File: config.mk
export PLATFORM = sky130hd
export DESIGN_NAME = fifo_symbol_reader
export DESIGN_NICKNAME = d
export VERILOG_FILES = /design/src/rtl/fifo_symbol_reader.sv
export SDC_FILE = /design/constraint.sdc
export NUM_CORES = 1
export LEC_CHECK = 0
export CORE_AREA = 2 2 39 41
export DETAILED_ROUTE_END_ITERATION = 16
export DIE_AREA = 0 0 41 43
export MAX_ROUTING_LAYER = met4
export PLACE_DENSITY = 0.51
export SKIP_CTS_REPAIR_TIMING = 1
export SLEW_MARGIN = 20
export SYNTH_ARGS = -nofsm -noshare
export SYNTH_HDL_FRONTEND = slang
export SYNTH_SLANG_ARGS = --single-unit
File: constraint.sdc
create_clock -name CLK -period 3.65 [get_ports CLK]
set_clock_uncertainty 0.15 [all_clocks]
set_input_delay 0.365 -clock CLK [delete_from_list [all_inputs] [get_ports CLK]]
set_output_delay 0.365 -clock CLK [all_outputs]
set_load 0.05 [all_outputs]
File: src/rtl/fifo_symbol_reader.sv
// Pops serial bits from a 1-bit FIFO, packs BITS_PER_SYM of them MSB-first and offers
// the symbol over valid/ready. Define SYM_READER_GRAY_EN to Gray-encode symData.
module fifo_symbol_reader #(
   parameter int BITS_PER_SYM = 2,
   parameter int RD_LATENCY   = 1
) (
   input  logic                    CLK,
   input  logic                    RST,
   input  logic                    fBEmpty,
   input  logic                    fDOut,
   output logic                    fREn,
   output logic [BITS_PER_SYM-1:0] symData,
   output logic                    symValid,
   input  logic                    symReady,
   output logic                    busy
);

   localparam int CW = $clog2(BITS_PER_SYM + 1);
   localparam int LW = (RD_LATENCY > 1) ? $clog2(RD_LATENCY) : 1;
   localparam logic [CW-1:0] CNT_LAST = CW'(BITS_PER_SYM - 1);
   localparam logic [LW-1:0] LAT_LAST = LW'(RD_LATENCY - 1);

   typedef enum logic [1:0] {FETCH, WAIT, HOLD} state_t;

   state_t                  state_q;
   logic [CW-1:0]           bit_cnt_q;
   logic [LW-1:0]           lat_cnt_q;
   logic [BITS_PER_SYM-1:0] shift_q;
   logic [BITS_PER_SYM-1:0] sym_q;
   logic                    valid_q;
   logic                    busy_q;
   logic [BITS_PER_SYM-1:0] bin_d;
   logic [BITS_PER_SYM-1:0] sym_d;

   // Packed symbol as it will look once the bit arriving now is shifted in.
   always_comb begin
      bin_d    = shift_q << 1;
      bin_d[0] = fDOut;
   end

`ifdef SYM_READER_GRAY_EN
   assign sym_d = bin_d ^ (bin_d >> 1);
`else
   assign sym_d = bin_d;
`endif

   assign fREn     = (state_q == FETCH) && !fBEmpty && !RST;
   assign symData  = sym_q;
   assign symValid = valid_q;
   assign busy     = busy_q;

   always_ff @(posedge CLK) begin
      if (RST) begin
         state_q   <= FETCH;
         bit_cnt_q <= '0;
         lat_cnt_q <= '0;
         shift_q   <= '0;
         sym_q     <= '0;
         valid_q   <= 1'b0;
         busy_q    <= 1'b0;
      end else begin
         case (state_q)
            FETCH: begin
               if (!fBEmpty) begin
                  state_q   <= WAIT;
                  lat_cnt_q <= '0;
                  busy_q    <= 1'b1;
               end
            end
            WAIT: begin
               if (lat_cnt_q == LAT_LAST) begin
                  shift_q   <= bin_d;
                  bit_cnt_q <= bit_cnt_q + 1'b1;
                  if (bit_cnt_q == CNT_LAST) begin
                     sym_q   <= sym_d;
                     valid_q <= 1'b1;
                     state_q <= HOLD;
                  end else begin
                     state_q <= FETCH;
                  end
               end else begin
                  lat_cnt_q <= lat_cnt_q + 1'b1;
               end
            end
            HOLD: begin
               // No skid buffer: reads resume only after the symbol is taken.
               if (symReady) begin
                  valid_q   <= 1'b0;
                  bit_cnt_q <= '0;
                  busy_q    <= 1'b0;
                  state_q   <= FETCH;
               end
            end
            default: state_q <= FETCH;
         endcase
      end
   end

endmodule

[Word-level counts from Yosys, hierarchy flattened]
Cells that the tools add are included.
Storage, ports and cells
  flip-flop bits (word level): 10
  bits in latches: 0
  memory bits (writable): 0
  memory bits (read-only): 0
  input port bits: 5
  output and inout bits: 5
  logic and storage cells: 48
  memories kept: 0
Operators by class
  add/sub/neg operators: 2
  multiply operators: 0
  divide/modulo/power cells: 0
  order comparisons: 0
  eq/ne operators: 7
  shift-type cells: 0
  muxes and demuxes: 16
  bitwise operators: 1
  reduce and logical (&&, ||, !) cells: 15
Operators by type and width (count)
  AND reduction 3 bit: 4
  two-way mux 2 bit: 5
  inequality test 2 bit, second input constant: 4
  two-way mux 1 bit: 6
  one-hot mux 1 bit (2 select lines): 3
  one-hot mux 2 bit (3 select lines): 1
  nonzero test 2 bit: 3
  == test 2 x 1 -> 1 bit, second input constant: 2
  one-hot mux 2 bit (2 select lines): 1
  AND reduction 2 bit: 2
  AND reduction 4 bit: 1
  adder 2 x 1 -> 2 bit, second input constant: 1
  == test 2 bit, second input constant: 1
  logical AND 1 bit: 2
  logical NOT 1 bit: 2
  logical NOT 2 bit: 1
  adder 1 bit, second input constant: 1
  NOT 1 bit: 1

[Longest topological paths before layout]
Gate-level depths: netlist of the first run.
  word-level depth: 4
  gate-level depth with buffers: 5
  gate-level depth less buffers: 5

[Least setup slack after synthesis of the first run]
OpenSTA, ideal clock, no wires.
  kind: input port to output port
  start: input port RST
  end: output port fREn
  arrival time: 2.027 ns
  data required time: 3.135 ns
  setup slack: 1.108 ns
  stages: 2
  cells stage by stage: clkbuf_1 -> nor4_1
On the way
  cells in the longest elaborated chain, start to end: 2
RTL lines
  start: declaration: RTL line 8  | input logic RST,
  logical NOT 1 bit: RTL line 47  | assign fREn = (state_q == FETCH) && !fBEmpty && !RST;
  logical AND 1 bit: RTL line 47
  end: declaration: RTL line 11  | output logic fREn,
Every way passes these cells.

[Final worst setup path of the first run]
Ends and elaborated chain as after synthesis.

==> run metrics, run 1 <==
vias per cell=4.62; Worst-path clk slew=60 ps; Hold Fails Final Rpt=0; I/O pins=10; die width=between 40 and 50 um; antenna violations before repair=0; total die area=around 0.0018 sq mm; first-pass GRT wire length=~1300 um; Clock Latency Late Sink=between 200 and 300 ps; period utilisation layout=roughly 70%; Worst slew margin=around two thirds; Setup violations, final=0; Die Height=around 43 um; Starting Density=around 29%; count of cell types in the netlist=18; critical path depth in cells=3; status=complete, no violations; gr busiest metal=met2; Final min period=~2600 ps; buffers added on ports=9; H-tree levels=1; Root Driver=clkbuf_4; Combinational Power Share=17.8%; Post-Route WL=747 um; growth of design area from synthesis to finish=31.2%; worst hold stages=2; Worst Path Required=approximately 3100 ps; vias post-DR=approximately 320; Leakage=~0.18 nW; clock buffer count from CTS=3; post-DP HPWL=between 500 and 600 um; syn avg cell area=about 9.6 sq um; First-pass DRT Iterations=2; largest net degree at the start of global routing=11; Cells after DPL=between 60 and 70; FF+latch count, synth=9; Site Rows=14; Cells after Synth=42; Routed Antenna Nets=0; Int Pwr=between 0.15 and 0.2 mW; part of the power in registers=48.2%; RD Place Congestion=roughly 0.68; worst path arrival time=2070 ps; CP max stage cell=clkdlybuf4s50_1; FF/Latch Area=roughly 180 sq um; Pwr Density=roughly 430 mW/mm^2; synthesized net count=between 40 and 50; cell breakdown of the critical path=clkdlybuf4s50_1 > nor4_1 > clkdlybuf4s50_1; nets=60; Fmax=387 MHz; Finished Cell Area=527 sq um; sequential-to-total area share from yosys stat=around 45%; kind of critical path=input port to output port; element type at the critical path end=output port; gr usage total=between 10% and 20%; GRT met1 Usage=approximately 14%; mapped cell area=between 400 and 500 sq um; cell repeated most along the worst path=clkdlybuf4s50_1; CP Buf/Inv Count=2; GR Util met2=14.7%; clock sinks=9; r2r worst-path depth=3; Largest delay share family, worst path=buffers and inverters; Net Switching=0.0632 mW; Final Worst Setup Slack=between 1000 and 1500 ps; sw frac=between 20% and 30%; Final Non-Filler Cells=about 70; Initial DRC Count=2; setup TNS=0 ps; Hold WC Path Type=flip-flop to flip-flop; clock network power share=between 30% and 40%; n_diodes=0; number of remaining DRC errors=0; ratio of cells with drive above 1 in the final layout=17.0%; wire length per cell=between 10 and 15 um; final slew viol count=0; M3 GR Usage=a little under a tenth; vias in the first global route=slightly above 300; Ys Warns=0; Worst Setup Start Kind=input port; Crit path largest cell delay=840 ps; unrepaired setup endpoints after global routing=no; CTS Buffer Depth=2; max-cap violations=0; dpl ws=1060 ps; area of the multi-input gates=approximately 210 sq um; GRT overflow=0; CTS tree=done; Placement Cell Area=500 sq um; fillers=146; maximum fanout along the worst path=10; Core Area=approximately 0.0014 sq mm; Max VDD drop=around 0.00018 V; Worst-Margin Slew=494 ps
## flip-flops by register name (all words and copies together), names as in the netlist
register   cells
bit_cnt_q      2
state_q        2
symData        2
busy           1
shift_q        1
symValid       1
## per-stage QoR
| step | total power, mW | hold WS [ps] | utilization (%) |
|---|---|---|---|
| final | 0.227 | 305 | 38.1 |
| after global routing | 0.243 | 330 | 38.1 |
| after CTS | 0.231 | 309 | 38.1 |
| after detailed placement | 0.152 | 300 | 36.2 |
| after global placement | 0.152 | 295 | 36.2 |
| after floorplan | 0.139 | 292 | - |
## power groups by stage
stage / registers (mW) / logic, mW / clock network [mW]
global placement: 0.111 / 0.0402 / 0
CTS: 0.109 / 0.0408 / 0.0807
detailed placement: 0.112 / 0.0406 / 0
finish: 0.109 / 0.0402 / 0.0771
floorplan: 0.117 / 0.0219 / 0
global route: 0.110 / 0.0435 / 0.0897
## Yosys cell counts
cell type / instances / share of area (%)
nor4_1: 2 / 3.1
a21oi_1: 5 / 6.2
clkbuf_1: 1 / 0.93
nand2b_2: 1 / 2.2
dfxtp_1: 9 / 45
a2bb2oi_1: 1 / 2.2
buf_4: 1 / 1.9
nand2_1: 4 / 3.7
o21bai_1: 1 / 1.9
nand3b_1: 1 / 1.9
nor2_1: 6 / 5.6
mux2i_1: 1 / 2.5
nor2b_4: 1 / 3.4
inv_1: 1 / 0.93
a21boi_2: 2 / 5.6
nand3_1: 2 / 2.5
a2111oi_2: 2 / 7.5
ha_1: 1 / 3.1
## logic make-up after synthesis
group / count (synthesis) / synth area share, %
compound gates: 11 / 23.4
mux: 1 / 2.49
simple gates: 17 / 22.4
fa+ha+maj: 1 / 3.11
flops: 9 / 44.9
buf+inv: 3 / 3.74
## worst paths after layout
| path | slack, ps | endpoint | from |
|---|---|---|---|
| setup / recovery | 1070 | fREn | RST |
| setup reg to reg | 2300 | bit_cnt_q[1] | state_q[0] |
| hold / removal | 310 | symData[1] | symData[1] |
| hold reg to reg | 310 | symData[1] | symData[1] |
## cell usage in the layout, fill, tap and decap left out
master	synthesis	final
nand2b_2	1	1
a21oi_1	5	5
o21bai_1	1	1
nand3_1	2	2
mux2i_1	1	1
dfxtp_1	9	9
clkbuf_4	0	3
nand2_1	4	4
inv_1	1	1
nor2b_4	1	1
nor4_1	2	2
nor2_1	6	6
a2bb2oi_1	1	1
clkdlybuf4s50_1	0	9
ha_1	1	1
a21boi_2	2	2
a2111oi_2	2	2
clkbuf_1	1	1
nand3b_1	1	1
## worst min-delay path, cell delays in order, from the launching register on
cell	delay [ps]
dfxtp_1	310
nand2_1	50
a21oi_1	50
## routing by layer
metal / share of wire [%] / up-vias
li1: - / 172
met1: 51 / 136
met2: 40 / 9
met3: 7.6 / 2
met4: 1.2 / 0
met5: 0 / -
## layout make-up
class                           instances  area share [%]
Timing Repair Buffer                    9            17.1
Clock buffer                            4            4.99
Inverter                                1           0.713
Multi-Input combinational cell         30            39.2
Tap cell                               16            3.80
Sequential cell                         9            34.2
Power figures use the tool's default switching activity.
==> inputs of run 2 (changes only) <==
==> constraint.sdc (replaced) <==
create_clock -name CLK -period 2.4 [get_ports CLK]
set_clock_uncertainty 0.15 [all_clocks]
set_input_delay 0.24 -clock CLK [delete_from_list [all_inputs] [get_ports CLK]]
set_output_delay 0.24 -clock CLK [all_outputs]
set_load 0.05 [all_outputs]
==> run metrics, run 2 (synthesis results as in run 1) <==
status=complete, no violations (unchanged); clock sinks=9 (unchanged); Worst R2R Setup Slack=1080 ps (was 2300 ps); Clock Latency Late Sink=260 ps (about the same); Fmax=about 550 MHz; Largest delay share family, worst path=buffers and inverters (unchanged); vias per cell=4.76 (was 4.62); Hold EP=symData[1] (unchanged); worst path arrival time=1420 ps (was 2070 ps); Leakage=0.192 nW (was 0.182 nW); Starting Density=29.0% (unchanged); Reg-to-Reg End=bit_cnt_q[0] (was bit_cnt_q[1]); most frequent cells in the layout=9 x dfxtp_1, 8 x clkdlybuf4s50_1, 6 x nor2_1, 5 x a21oi_1, 4 x nand2_1 (was 9 x dfxtp_1, 9 x clkdlybuf4s50_1, 6 x nor2_1, 5 x a21oi_1, 4 x nand2_1); kind of critical path=flip-flop to output port (was input port to output port); vias in the first global route=316 (was 306); nets=61 (was 60); CTS Buffer Depth=2 (unchanged); Worst Setup Start Kind=flip-flop (was input port); first-pass GRT wire length=1340 um (was 1310 um); reg2reg start=state_q[0] (unchanged); commonest non-fill, non-tap cell in the layout=dfxtp_1; buffers added on ports=9 (unchanged); Initial DRC Count=1 (was 2); Min-Delay Startpoint=symData[1] (unchanged); fillers=155 (was 146); Final min period=1810 ps; RD Place Congestion=0.662 (was 0.679); Max VDD drop=0.000264 V (was 0.000182 V); unrepaired setup endpoints after global routing=no (unchanged); GRT overflow=0 (unchanged); CP max stage cell=clkdlybuf4s50_1 (unchanged); Pwr Density=640 mW/mm^2 (was 430 mW/mm^2); CTS tree=done (unchanged); Die Height=43 um (unchanged); cell breakdown of the critical path=clkdlybuf4s50_1 (was clkdlybuf4s50_1 > nor4_1 > clkdlybuf4s50_1); number of remaining DRC errors=0 (unchanged); ratio of cells with drive above 1 in the final layout=20.4% (was 17.0%); Setup violations, final=0 (unchanged); largest net degree at the start of global routing=11 (unchanged); wire length per cell=11.2 um (was 10.8 um); final slew viol count=0 (unchanged); setup TNS=0 ps (unchanged); dpl ws=668 ps (was 1060 ps); max-cap violations=0 (unchanged); Worst Path Required=2010 ps (was 3130 ps); element type at the critical path end=output port (unchanged); growth of design area from synthesis to finish=35.5% (was 31.2%); antenna violations before repair=0 (unchanged); Root Driver=clkbuf_4 (unchanged); r2r worst-path depth=3 (unchanged); Hold Fails Final Rpt=0 (unchanged); period utilisation layout=about 76%; Post-Route WL=783 um (was 747 um); vias post-DR=333 (was 319); Hold WC Path Type=flip-flop to flip-flop (unchanged); total die area=0.00176 sq mm (unchanged); Routed Antenna Nets=0 (unchanged); First-pass DRT Iterations=4 (was 2); Worst-path clk slew=60 ps (about the same); die width=41 um (unchanged); worst hold stages=2 (unchanged); Site Rows=14 (unchanged); H-tree levels=1 (unchanged); CP Buf/Inv Count=1 (was 2); clock buffer count from CTS=3 (unchanged); gr usage total=11.9% (was 12.2%); Worst slew margin=66.5% (was 67.0%); post-DP HPWL=552 um (was 528 um); maximum fanout along the worst path=3 (was 10); Worst-Margin Slew=501 ps (was 494 ps); Crit path largest cell delay=820 ps (was 840 ps); n_diodes=0 (unchanged); I/O pins=10 (unchanged); Core Area=0.00138 sq mm (unchanged); Final Worst Setup Slack=587 ps (was 1070 ps)
[run 2: cell count changes in the layout (fill, tap and decap cells not counted), sizes merged]
| cell | change |
|---|---|
| buf | +2 |
| clkdlybuf4s50 | -1 |
[run 2: worst max path at each step]
| stage | to | slack [ps] | cells after the start | startpoint |
|---|---|---|---|---|
| after global routing | symValid | 530 | 1 | symValid |
| after floorplan | fREn | 50 | 2 | state_q[0] |
| after CTS | symValid | 580 | 1 | symValid |
| after detailed placement | fREn | 670 | 3 | fBEmpty |
| after global placement | fREn | 700 | 3 | fBEmpty |
| final | symValid | 590 | 1 | symValid |
[run 2: where the power goes]
part | internal [mW] | total, mW | leakage [nW] | switching, mW
Combinational | 0.0298 | 0.0654 | 0.103 | 0.0356
Clock | 0.0641 | 0.117 | 0.0150 | 0.0528
Sequential | 0.158 | 0.166 | 0.0737 | 0.00864
Total | 0.251 | 0.348 | 0.192 | 0.0970
[run 2: area by class of cell]
class                   instances  area, sq um  area share (%)
clock buffers                   4         26.3            4.83
inverters                       1         3.75           0.690
multi-input cells              30          206            37.9
flip-flops and latches          9          180            33.1
well taps                      16         20.0            3.68
repair buffers                 10          108            19.8
[run 2: metrics by stage]
stage                     util [%]  hold slack, ps  cell area (sq um)  total power [mW]  std cells
after floorplan                  -             167                402             0.211         42
after global placement        37.4             293                518             0.234         66
after detailed placement      37.4             299                518             0.235         66
after CTS                     39.3             308                544             0.356         70
after global routing          39.3             339                544             0.372         70
final                         39.3             304                544             0.348         70
[run 2: per-layer routing]
layer	global-route usage, %	vias up	wire [um]
met1	17.0	147	387
met2	13.1	10	351
li1	-	176	-
met5	-	-	0
met3	9.42	0	44
met4	2.00	0	0
==> inputs of run 3 (changes only) <==
==> constraint.sdc (replaced) <==
create_clock -name CLK -period 1.89 [get_ports CLK]
set_clock_uncertainty 0.15 [all_clocks]
set_input_delay 0.189 -clock CLK [delete_from_list [all_inputs] [get_ports CLK]]
set_output_delay 0.189 -clock CLK [all_outputs]
set_load 0.05 [all_outputs]
==> run metrics, run 3 (synthesis results as in run 1) <==
met3 WL=40 um (was 44 um); RD Place Congestion=0.632 (was 0.662); largest net degree at the start of global routing=11 (unchanged); number of remaining DRC errors=0 (unchanged); Worst slew margin=67.4% (was 66.5%); status=complete, no violations (unchanged); cell breakdown of the critical path=clkdlybuf4s50_1 (unchanged); fillers=140 (was 155); max-cap violations=0 (unchanged); clock buffer count from CTS=3 (unchanged); First-pass DRT Iterations=4 (unchanged); Final min period=between 1500 and 2000 ps; CP Buf/Inv Count=1 (unchanged); clock network power share=33.5% (about the same); Initial DRC Count=4 (was 1); unrepaired setup endpoints after global routing=no (unchanged); period utilisation layout=between 90% and 100%; commonest non-fill, non-tap cell in the layout=dfxtp_1 (unchanged); wire length per cell=11.7 um (was 11.2 um); die width=41 um (unchanged); Setup violations, final=0 (unchanged); Leakage=0.193 nW (was 0.192 nW); total die area=0.00176 sq mm (unchanged); worst path arrival time=1420 ps (about the same); maximum fanout along the worst path=3 (unchanged); Starting Density=29.0% (unchanged); nets=61 (unchanged); Worst R2R Setup Slack=520 ps (was 1080 ps); setup TNS=0 ps (unchanged); Int Pwr=0.320 mW (was 0.251 mW); clock sinks=9 (unchanged); vias per cell=4.76 (unchanged); Clock Latency Late Sink=260 ps (about the same); sw frac=28.1% (was 27.8%); DR top layer=met3 (unchanged); first-pass GRT wire length=1300 um (was 1340 um); Die Height=43 um (unchanged); Post-Route WL=820 um (was 783 um); Fmax=~570 MHz; Root Driver=clkbuf_4 (unchanged); buffers added on ports=9 (unchanged); CP max stage cell=clkdlybuf4s50_1 (unchanged); vias post-DR=333 (unchanged); Max VDD drop=0.000341 V (was 0.000264 V); Worst-Margin Slew=488 ps (was 501 ps); Final Power=0.444 mW (was 0.348 mW); Site Rows=14 (unchanged); I/O pins=10 (unchanged); Hold WC Path Type=flip-flop to flip-flop (unchanged); part of the power in registers=47.5% (was 47.7%); kind of critical path=flip-flop to output port (unchanged); H-tree levels=1 (unchanged); Largest delay share family, worst path=buffers and inverters (unchanged); Worst-path clk slew=60 ps (about the same); final slew viol count=0 (unchanged); Routed Antenna Nets=0 (unchanged); GRT overflow=0 (unchanged); Pwr Density=807 mW/mm^2 (was 640 mW/mm^2); Combinational Power Share=18.9% (was 18.8%); met1 WL=419 um (was 387 um); Core Area=0.00138 sq mm (unchanged); gr usage total=11.8% (was 11.9%); vias in the first global route=297 (was 316); antenna violations before repair=0 (unchanged); Worst Path Required=1550 ps (was 2010 ps); most frequent cells in the layout=9 x dfxtp_1, 8 x clkdlybuf4s50_1, 6 x nor2_1, 5 x a21oi_1, 4 x nand2_1 (unchanged); element type at the critical path end=output port (unchanged); growth of design area from synthesis to finish=37.1% (was 35.5%); Net Switching=0.125 mW (was 0.0970 mW); CTS Buffer Depth=2 (unchanged); routed wl met2=359 um (was 351 um); Worst Setup Start Kind=flip-flop (unchanged); Crit path largest cell delay=810 ps (was 820 ps); CTS tree=done (unchanged); ratio of cells with drive above 1 in the final layout=22.2% (was 20.4%); Hold Fails Final Rpt=0 (unchanged); n_diodes=0 (unchanged)
## run 3: final cells by class
type	count	area (sq um)	share of cell area, %
inverter	1	3.75	0.682
clock buffer	4	26.3	4.77
sequential	9	180	32.7
timing repair buffer	10	108	19.5
multi-input combinational	30	213	38.6
tap	16	20.0	3.64
## run 3: power groups by stage
stage,clock (mW),sequential (mW),combinational (mW)
floorplan,0,0.226,0.0432
CTS,0.160,0.211,0.0849
global placement,0,0.215,0.0834
finish,0.149,0.211,0.0841
global route,0.169,0.213,0.0895
detailed placement,0,0.215,0.0844
## run 3: path summary, 6_finish.rpt
path | startpoint | to | cells past startpoint
max | symValid | symValid | 1
max reg2reg | state_q[0] | bit_cnt_q[0] | 3
min | symData[1] | symData[1] | 2
min reg2reg | symData[1] | symData[1] | 2
## run 3: per-stage QoR
step | std cells | hold WS [ps] | utilization, % | setup slack (ps) | instance area (sq um)
2_1_floorplan | 42 | 116 | - | 162 | 408
3_3_place_gp | 66 | 294 | 37.9 | 399 | 524
3_5_place_dp | 66 | 297 | 37.9 | 347 | 524
4_1_cts | 70 | 306 | 39.8 | 122 | 551
5_1_grt | 70 | 336 | 39.8 | 91.2 | 551
6_report | 70 | 302 | 39.8 | 134 | 551
## run 3: metal layers
layer | up-vias | track usage (%)
li1 | 176 | -
met3 | 0 | 6.28
met1 | 150 | 16.2
met4 | 0 | 6.00
met5 | - | -
met2 | 7 | 13.4
